==> config.mk <==
export PLATFORM = sky130hd
export DESIGN_NAME = operand_select_reg
export DESIGN_NICKNAME = d
export VERILOG_FILES = /design/src/rtl/operand_select_reg_pkg.sv /design/src/rtl/operand_select_reg_skid.sv /design/src/rtl/operand_select_reg.sv
export SDC_FILE = /design/constraint.sdc
export NUM_CORES = 1
export LEC_CHECK = 0
export CAP_MARGIN = 10
export CORE_MARGIN = 4
export CORE_UTILIZATION = 47
export DETAILED_ROUTE_END_ITERATION = 8
export GPL_ROUTABILITY_DRIVEN = 0
export PLACE_DENSITY = 0.9
export SLEW_MARGIN = 20
export SYNTH_ARGS = -nofsm -noshare
export SYNTH_HDL_FRONTEND = slang
export SYNTH_SLANG_ARGS = --single-unit
==> constraint.sdc <==
create_clock -name clk -period 4.4 [get_ports clk]
set_clock_uncertainty 0.2 [all_clocks]
set_input_delay 0.88 -clock clk [delete_from_list [all_inputs] [get_ports clk]]
set_output_delay 0.88 -clock clk [all_outputs]
set_load 0.05 [all_outputs]
==> src/rtl/operand_select_reg_pkg.sv <==
// Shared definitions for the registered operand selector.
//   ARB_FIXED / ARB_RR : encodings of the arb_mode input
//   buf_state_t        : occupancy of the 2-entry output buffer
package operand_select_reg_pkg;

    localparam logic ARB_FIXED = 1'b0;
    localparam logic ARB_RR    = 1'b1;

    typedef enum logic [1:0] {
        BUF_EMPTY = 2'd0,
        BUF_ONE   = 2'd1,
        BUF_FULL  = 2'd2
    } buf_state_t;

endpackage

==> src/rtl/operand_select_reg_skid.sv <==
// skid_buffer2: 2-entry valid/ready FIFO (head + skid register).
//   clk, rst_n  : clock, async active-low reset
//   push        : write push_data this cycle (caller guarantees !full)
//   push_data   : entry to store
//   full        : both entries occupied
//   pop_ready   : downstream ready; pops when out_valid is high
//   out_valid   : head entry is valid
//   out_data    : head entry, registered; holds its last value when empty
//
// state     | meaning
// BUF_EMPTY | no entries, out_valid low
// BUF_ONE   | head holds the only entry
// BUF_FULL  | head holds the oldest entry, skid holds the next one
module skid_buffer2
    import operand_select_reg_pkg::*;
#(
    parameter int DW = 34
) (
    input  logic          clk,
    input  logic          rst_n,
    input  logic          push,
    input  logic [DW-1:0] push_data,
    output logic          full,
    input  logic          pop_ready,
    output logic          out_valid,
    output logic [DW-1:0] out_data
);

    buf_state_t    r_state;
    buf_state_t    w_next_state;
    logic [DW-1:0] r_head;
    logic [DW-1:0] r_skid;
    logic          w_pop;

    assign w_pop     = (r_state != BUF_EMPTY) && pop_ready;
    assign out_valid = (r_state != BUF_EMPTY);
    assign full      = (r_state == BUF_FULL);
    assign out_data  = r_head;

    always_ff @(posedge clk or negedge rst_n) begin
        if (!rst_n) begin
            r_state <= BUF_EMPTY;
        end else begin
            r_state <= w_next_state;
        end
    end

    always_comb begin
        w_next_state = r_state;
        unique case (r_state)
            BUF_EMPTY: if (push) w_next_state = BUF_ONE;
            BUF_ONE: begin
                if (push && !w_pop)      w_next_state = BUF_FULL;
                else if (!push && w_pop) w_next_state = BUF_EMPTY;
            end
            BUF_FULL:  if (w_pop) w_next_state = BUF_ONE;
            default:   w_next_state = BUF_EMPTY;
        endcase
    end

    // With one entry, a simultaneous push/pop replaces the head directly so
    // ordering is kept without touching the skid register.
    always_ff @(posedge clk or negedge rst_n) begin
        if (!rst_n) begin
            r_head <= '0;
            r_skid <= '0;
        end else begin
            unique case (r_state)
                BUF_EMPTY: if (push) r_head <= push_data;
                BUF_ONE: begin
                    if (push) begin
                        if (w_pop) r_head <= push_data;
                        else       r_skid <= push_data;
                    end
                end
                BUF_FULL:  if (w_pop) r_head <= r_skid;
                default: ;
            endcase
        end
    end

endmodule

==> src/rtl/operand_select_reg.sv <==
// operand_select_reg: registered NUM_IN-way operand selector feeding the vALU.
//   clk, rst_n : clock, async active-low reset
//   arb_mode   : ARB_FIXED uses sel, ARB_RR scans upward from rr_ptr
//   sel        : channel index in fixed mode (>= NUM_IN grants nothing)
//   in_data    : channel i at [i*WIDTH +: WIDTH]
//   in_valid   : per-channel valid
//   in_ready   : per-channel ready, one-hot or zero, independent of out_ready
//   out_data   : registered selected data
//   out_chan   : channel that supplied out_data
//   out_valid  : output valid
//   out_ready  : downstream ready
module operand_select_reg
    import operand_select_reg_pkg::*;
#(
    parameter int WIDTH  = 32,
    parameter int NUM_IN = 4,
    parameter int SEL_W  = 2
) (
    input  logic                    clk,
    input  logic                    rst_n,
    input  logic                    arb_mode,
    input  logic [SEL_W-1:0]        sel,
    input  logic [NUM_IN*WIDTH-1:0] in_data,
    input  logic [NUM_IN-1:0]       in_valid,
    output logic [NUM_IN-1:0]       in_ready,
    output logic [WIDTH-1:0]        out_data,
    output logic [SEL_W-1:0]        out_chan,
    output logic                    out_valid,
    input  logic                    out_ready
);

    logic [SEL_W-1:0]       r_rr_ptr;
    logic [NUM_IN-1:0]      w_grant;
    logic [SEL_W-1:0]       w_grant_idx;
    logic                   w_found;
    int                     w_scan_idx;
    logic [WIDTH-1:0]       w_sel_data;
    logic                   w_full;
    logic                   w_accept;
    logic [WIDTH+SEL_W-1:0] w_buf_out;

    always_comb begin
        w_grant     = '0;
        w_grant_idx = '0;
        w_found     = 1'b0;
        w_scan_idx  = 0;
        if (arb_mode == ARB_FIXED) begin
            if (int'(sel) < NUM_IN) begin
                w_grant_idx   = sel;
                w_grant[sel]  = in_valid[sel];
            end
        end else begin
            for (int k = 0; k < NUM_IN; k++) begin
                w_scan_idx = int'(r_rr_ptr) + k;
                if (w_scan_idx >= NUM_IN) w_scan_idx = w_scan_idx - NUM_IN;
                if (!w_found && in_valid[w_scan_idx]) begin
                    w_found             = 1'b1;
                    w_grant[w_scan_idx] = 1'b1;
                    w_grant_idx         = SEL_W'(w_scan_idx);
                end
            end
        end
    end

    // Gated by rst_n so nothing looks accepted while reset is held.
    assign in_ready = w_grant & {NUM_IN{rst_n & ~w_full}};
    assign w_accept = |in_ready;

    always_comb begin
        w_sel_data = '0;
        for (int i = 0; i < NUM_IN; i++) begin
            w_sel_data = w_sel_data | (in_data[i*WIDTH +: WIDTH] & {WIDTH{w_grant[i]}});
        end
    end

    always_ff @(posedge clk or negedge rst_n) begin
        if (!rst_n) begin
            r_rr_ptr <= '0;
        end else if (w_accept && (arb_mode == ARB_RR)) begin
            r_rr_ptr <= (w_grant_idx == SEL_W'(NUM_IN - 1)) ? '0 : w_grant_idx + SEL_W'(1);
        end
    end

    skid_buffer2 #(
        .DW (WIDTH + SEL_W)
    ) u_buf (
        .clk       (clk),
        .rst_n     (rst_n),
        .push      (w_accept),
        .push_data ({w_sel_data, w_grant_idx}),
        .full      (w_full),
        .pop_ready (out_ready),
        .out_valid (out_valid),
        .out_data  (w_buf_out)
    );

    assign out_data = w_buf_out[WIDTH+SEL_W-1:SEL_W];
    assign out_chan = w_buf_out[SEL_W-1:0];

endmodule

After elaboration in Yosys (flattened, before gate mapping)
Index checks and enable logic that the tools add are counted.

Memories kept: 0. Word-level logic and storage cells: 135. Memory bits (read-only): 0. Bits in writable memories: 0. Latch bits: 0. Output and inout port bits: 39. Register bits: 72.

Equality and inequality tests: 8. Magnitude comparators: 14. Reductions and logical operators: 24. Shift-type cells: 0. Muxes and demuxes: 62. Div/mod/pow operators: 0. Bitwise logic cells: 15. $mul: 0. Add/subtract/negate cells: 8.

Operators by type and width (count): $mux 32 (8); $mux 34 (4); $and 32x32->32 (4); $ge 32x1->1 const B (4); $lt 32x4->1 const B (4); $pmux 34 s3 (1); $or 32x32->32 (3); $mux 4 (8); $mux 1 (20); $mux 2 (10); $logic_and 1x1->1 (12); $or 4x4->4 (3); $sub 3x3->4 const B (3); $bmux 1 s2 (5); $demux 1 s2 (5); $ge 3x3->1 const B (3); $and 4x4->4 (2); $ne 2x1->1 const B (4); $add 2x2->3 const B (2); $pmux 2 s3 (1); $reduce_and 3->1 (2); $logic_not 1->1 (5); $reduce_and 5->1 (1); $eq 2x2->1 const B (2); 14 further kinds (15).

Logic depth before layout (Yosys ltp)
Gate-level depths: netlist (run 1).

Depth after elaboration: 27. Mapped depth: 14.

Modules after synthesis
Synthesis (run 1) repeated with hierarchy kept, for this count alone.

Cells, all modules: 384. Area total of the unflattened synthesis: 4536.9 um^2.

By module, submodules not included: skid_buffer2 (times used 1, seq. area each 1751.7 um^2, cells an instance 195, area each 3174.3 um^2); operand_select_reg (times used 1, seq. area each 50.0 um^2, cells an instance 189, area each 1362.6 um^2).

Worst setup path before layout (run 1)
Ideal clock, no wire load.

Path kind: input -> output. Start: input in_valid[0]. End: output in_ready[1]. Path buffers: 2. Cell stages on the path: 8. Arrival time: 3.074 ns. Data required time: 3.320 ns. Slack: 0.246 ns. Cell sequence: buf_2 mux4_2 nor2b_1 nand2_1 a21oi_2 clkbuf_1 a211oi_1 nor2_1.

Longest elaborated chain between the ends: 18. Elaborated cells on any way between the ends: 39. Classes of those cells: mux (28); bitwise (5); reduce/logical (6).

Ends and longest elaborated chain: start, declared (RTL line operand_select_reg.sv:24) `input logic [NUM_IN-1:0] in_valid,`; $bmux 1 s2 (RTL line operand_select_reg.sv:56) `if (!w_found && in_valid[w_scan_idx]) begin`; $mux 1 (implied by the code) (2 in a row) (RTL line operand_select_reg.sv:56); $mux 1 (RTL line operand_select_reg.sv:56); $mux 1 (RTL line operand_select_reg.sv:47) `if (arb_mode == ARB_FIXED) begin`; $logic_not 1->1 (RTL line operand_select_reg.sv:56); $logic_and 1x1->1 (RTL line operand_select_reg.sv:56); $mux 1 (RTL line operand_select_reg.sv:56); $mux 1 (RTL line operand_select_reg.sv:47); $logic_not 1->1 (RTL line operand_select_reg.sv:56); $logic_and 1x1->1 (RTL line operand_select_reg.sv:56); $mux 1 (RTL line operand_select_reg.sv:56); $mux 1 (RTL line operand_select_reg.sv:47); $logic_not 1->1 (RTL line operand_select_reg.sv:56); $logic_and 1x1->1 (RTL line operand_select_reg.sv:56); $mux 4 (RTL line operand_select_reg.sv:56); $mux 4 * (RTL line operand_select_reg.sv:47); $and 4x4->4 * (RTL line operand_select_reg.sv:66) `assign in_ready = w_grant & {NUM_IN{rst_n & ~w_full}};`; end, declared (RTL line operand_select_reg.sv:25) `output logic [NUM_IN-1:0] in_ready,`.

Mark *: on every way between the ends. The rest lies on a longest branch, timed or not. The select of a mux whose other input is x is not followed.

Worst setup path in the final report (run 1)
Start: input in_valid[0]. End: output in_ready[3].

The elaborated chain is that of the path after synthesis.

==> summary.md, run 1 <==
| Metric | Value |
|---|---|
| Global route total overflow | `0` |
| Die width | `115 um` |
| Placed cells | `813` |
| Ranking of synthesized cells by area | `dfrtp_1 (34%), mux2_2 (11%), mux2_4 (8.4%)` |
| Mean post-synth cell area | `10.4 sq um` |
| Core area | `between 10,000 and 15,000 sq um` |
| Max-slew headroom | `0.416` |
| Ys Warns | `0` |
| Fmax | `0.235 GHz` |
| RR Startpoint | `r_rr_ptr[0]` |
| R2R Setup Slk | `between 0.7 and 0.8 ns` |
| #FFs+latches synth | `72` |
| Port bufs | `176` |
| Vias per cell | `6.30` |
| DR pass1 iterations | `7` |
| Layout net count | `827` |
| Chip height | `115 um` |
| Later-pin clock latency in the skew report | `0.32 ns` |
| HP Class | `register to register` |
| Rows | `38` |
| Setup TNS | `0 ns` |
| Kind of start point of the critical path | `input pin` |
| Critical Path Fanout Max | `10` |
| R2R Path End | `u_buf.out_data[25]` |
| Syn Nets | `662` |
| Pleak | `3.14 nW` |
| Max Transition Viols Final | `0` |
| Ports | `177` |
| Logic pwr share | `0.655` |
| Ant diodes | `0` |
| Share of post-route cells with drive strength above 1 | `0.212` |
| HP Start | `u_buf.r_skid[5]` |
| Reg power frac | `0.210` |
| Remaining antenna violation count | `0` |
| Final WL | `17,500 um` |
| Post-synthesis cell area | `about 5400 sq um` |
| Power per unit of standard cell area | `between 700 and 800 nW/um^2` |
| Syn Inst Count | `519` |
| Synth-to-Final Area Change | `42.6%` |
| Initial antenna violation count | `0` |
| DP Wirelength | `12,800 um` |
| Sw power | `2.46 mW` |
| CTS tree | `built` |
| Hold path endpoint | `u_buf.r_skid[5]` |
| Crit path capture type | `output port` |
| Status | `finished, final reports clean` |
| CTS H-Tree Depth | `3` |
| Post-Layout Cell Count | `829` |
| Async set or reset register ratio after synthesis | `1.00` |
| Setup Buffers After CTS | `0` |
| Post-synth top area cell | `dfrtp_1` |
| Yosys cell types | `48` |
| Commonest non-fill, non-tap cell in the layout | `clkdlybuf4s50_1` |
| Crit path arrival time | `roughly 3.2 ns` |
| Fillers | `791` |
| Vias in the first global route | `about 5,700` |
| RSZ-0062 raised after global routing | `false` |
| Critical path type | `input pin to output port` |
| Final core utilization | `0.695` |
| Post-route DRC violation count | `0` |
| Seq/Total Area, Yosys | `0.335` |
| Ys flop type | `dfrtp_1` |
| Clock network power share | `0.135` |
| Tot GR Track Use | `0.258` |
| CTS root buffer | `clkbuf_16` |
| Synth top area share | `0.335` |
| Vias | `between 5,000 and 6,000` |
| Peak VDD IR | `0.336 mV` |
| Pint | `3.18 mW` |
| Die ar. | `13,200 sq um` |
| Starting Density | `0.488` |
| EDFF count, synth | `0` |
| Fin. Hold Viols | `0` |
| Total chip power | `5.64 mW` |
| Pin count of the biggest net entering global routing | `73` |
| First-pass GRT wire length | `approximately 27,000 um` |
| Critical Path RT | `3.32 ns` |
| Reg2Reg Depth | `11` |
| Most frequent cells in the layout | `clkdlybuf4s50_1 (170), dfrtp_1 (72), nand2_1 (60)` |
| Clock buffer count from CTS | `9` |
| Clock-pin slew on the worst setup and hold paths | `around 0.050 ns` |
| Final Setup Violations | `0` |
| Fin crit share | `0.968` |
| Initial DRC Count | `568` |
| Max-Cap Viols | `0` |
| CTS sink cnt | `72` |
| CTS max path bufs | `2` |
| Switch share | `0.436` |
| Fin crit period | `4.26 ns` |
| Hold-critical path depth | `1` |
| Avg WL per Cell | `21.2 um` |
| Actual slew at the worst max-slew pin | `about 0.88 ns` |
[flip-flops by register name, indices dropped and copies added (netlist names)]
name	cells
u_buf.out_data	34
r_rr_ptr	2
u_buf.r_skid	34
u_buf.r_state	2
[cells by family (layout without fill, tap and decap cells)]
family	count (synthesis)	after routing	share of synthesized area
multiplexers	119	119	0.278
AO/OA/AOI/OAI	165	165	0.235
buffers and inverters	52	222	0.0465
adder cells (fa/ha/maj)	5	5	0.0116
AND/OR/NAND/NOR	106	106	0.0940
flip-flops	72	72	0.335
[per-layer routing]
| layer | part of all wire | routed length, um | GRT usage |
|---|---|---|---|
| met1 | 0.38 | 6680 | 0.300 |
| met2 | 0.49 | 8620 | 0.441 |
| met3 | 0.097 | 1690 | 0.0547 |
| met4 | 0.032 | 553 | 0.141 |
| met5 | 0 | 0 | 0 |
[synth_stat cells (all sizes together), types with 2 or more instances]
| cell type | n |
|---|---|
| mux2 | 111 |
| dfrtp | 72 |
| nand2 | 61 |
| a22oi | 55 |
| o21ai | 40 |
| clkbuf | 30 |
| a221oi | 18 |
| buf | 17 |
| nand4 | 15 |
| a222oi | 14 |
| a22o | 14 |
| nor2 | 7 |
| nand2b | 6 |
| a21oi | 5 |
| ha | 5 |
| inv | 5 |
| o22ai | 5 |
| and3 | 4 |
| mux2i | 4 |
| mux4 | 4 |
| nor2b | 4 |
| a31oi | 3 |
| nand3 | 3 |
| a211oi | 2 |
| a21o | 2 |
| nand3b | 2 |
[what timing repair did]
action                     in CTS  in global routing
gates resized for setup         0                  2
hold buffers                    0                  0
setup endpoints to repair       0                  3
[worst max-delay path: stages]
cell             delay, ns
clkdlybuf4s50_1       0.56
mux4_2                0.54
nor2b_4               0.16
and3_2                0.25
a32o_4                0.29
nor2_1                0.19
nor2_1                0.13
buf_12                0.17
[layout make-up]
type	count	area [sq um]	share of cell area
inverters	5	18.8	0.00245
clock inverters	7	96.3	0.0126
multi-input cells	395	3350	0.437
well taps	140	175	0.0228
clock buffers	9	225	0.0294
flip-flops and latches	72	1800	0.235
repair buffers	201	2000	0.261
[stage by stage]
step	area (sq um)	hold slack (ns)	setup WS, ns
detailed placement	7340	0.277	0.0320
finish	7670	0.291	0.140
floorplan	5380	0.260	0.246
global placement	7340	0.269	0.180
CTS	7660	0.294	0.0849
global route	7670	0.307	0.0431
[worst max-delay path by stage]
stage                         endpoint  depth (start not counted)        start
floorplan                  in_ready[1]                          8  in_valid[0]
global placement     u_buf.out_data[8]                         10  in_valid[1]
detailed placement  u_buf.out_data[11]                         10  in_valid[1]
CTS                        in_ready[3]                          8  in_valid[1]
global route               in_ready[3]                          8  in_valid[3]
finish                     in_ready[3]                          8  in_valid[0]
[power by group through the flow]
stage          combinational (mW)  clock, mW  sequential [mW]
6_report                     3.70      0.763             1.18
5_1_grt                      3.93      0.812             1.22
4_1_cts                      3.68      0.779             1.18
3_5_place_dp                 3.66          0             1.19
3_3_place_gp                 3.52          0             1.16
2_1_floorplan                2.09          0             1.68
No activity file was read; power rests on OpenSTA's default activity.
==> inputs of run 2 (changes only) <==
--- a/config.mk
+++ b/config.mk
@@ -11,7 +11,6 @@
 export DETAILED_ROUTE_END_ITERATION = 8
 export GPL_ROUTABILITY_DRIVEN = 0
 export PLACE_DENSITY = 0.9
-export SLEW_MARGIN = 20
 export SYNTH_ARGS = -nofsm -noshare
 export SYNTH_HDL_FRONTEND = slang
 export SYNTH_SLANG_ARGS = --single-unit
==> results of run 2 <==
The final DEF is identical to that of run 1; final timing and power are the same.
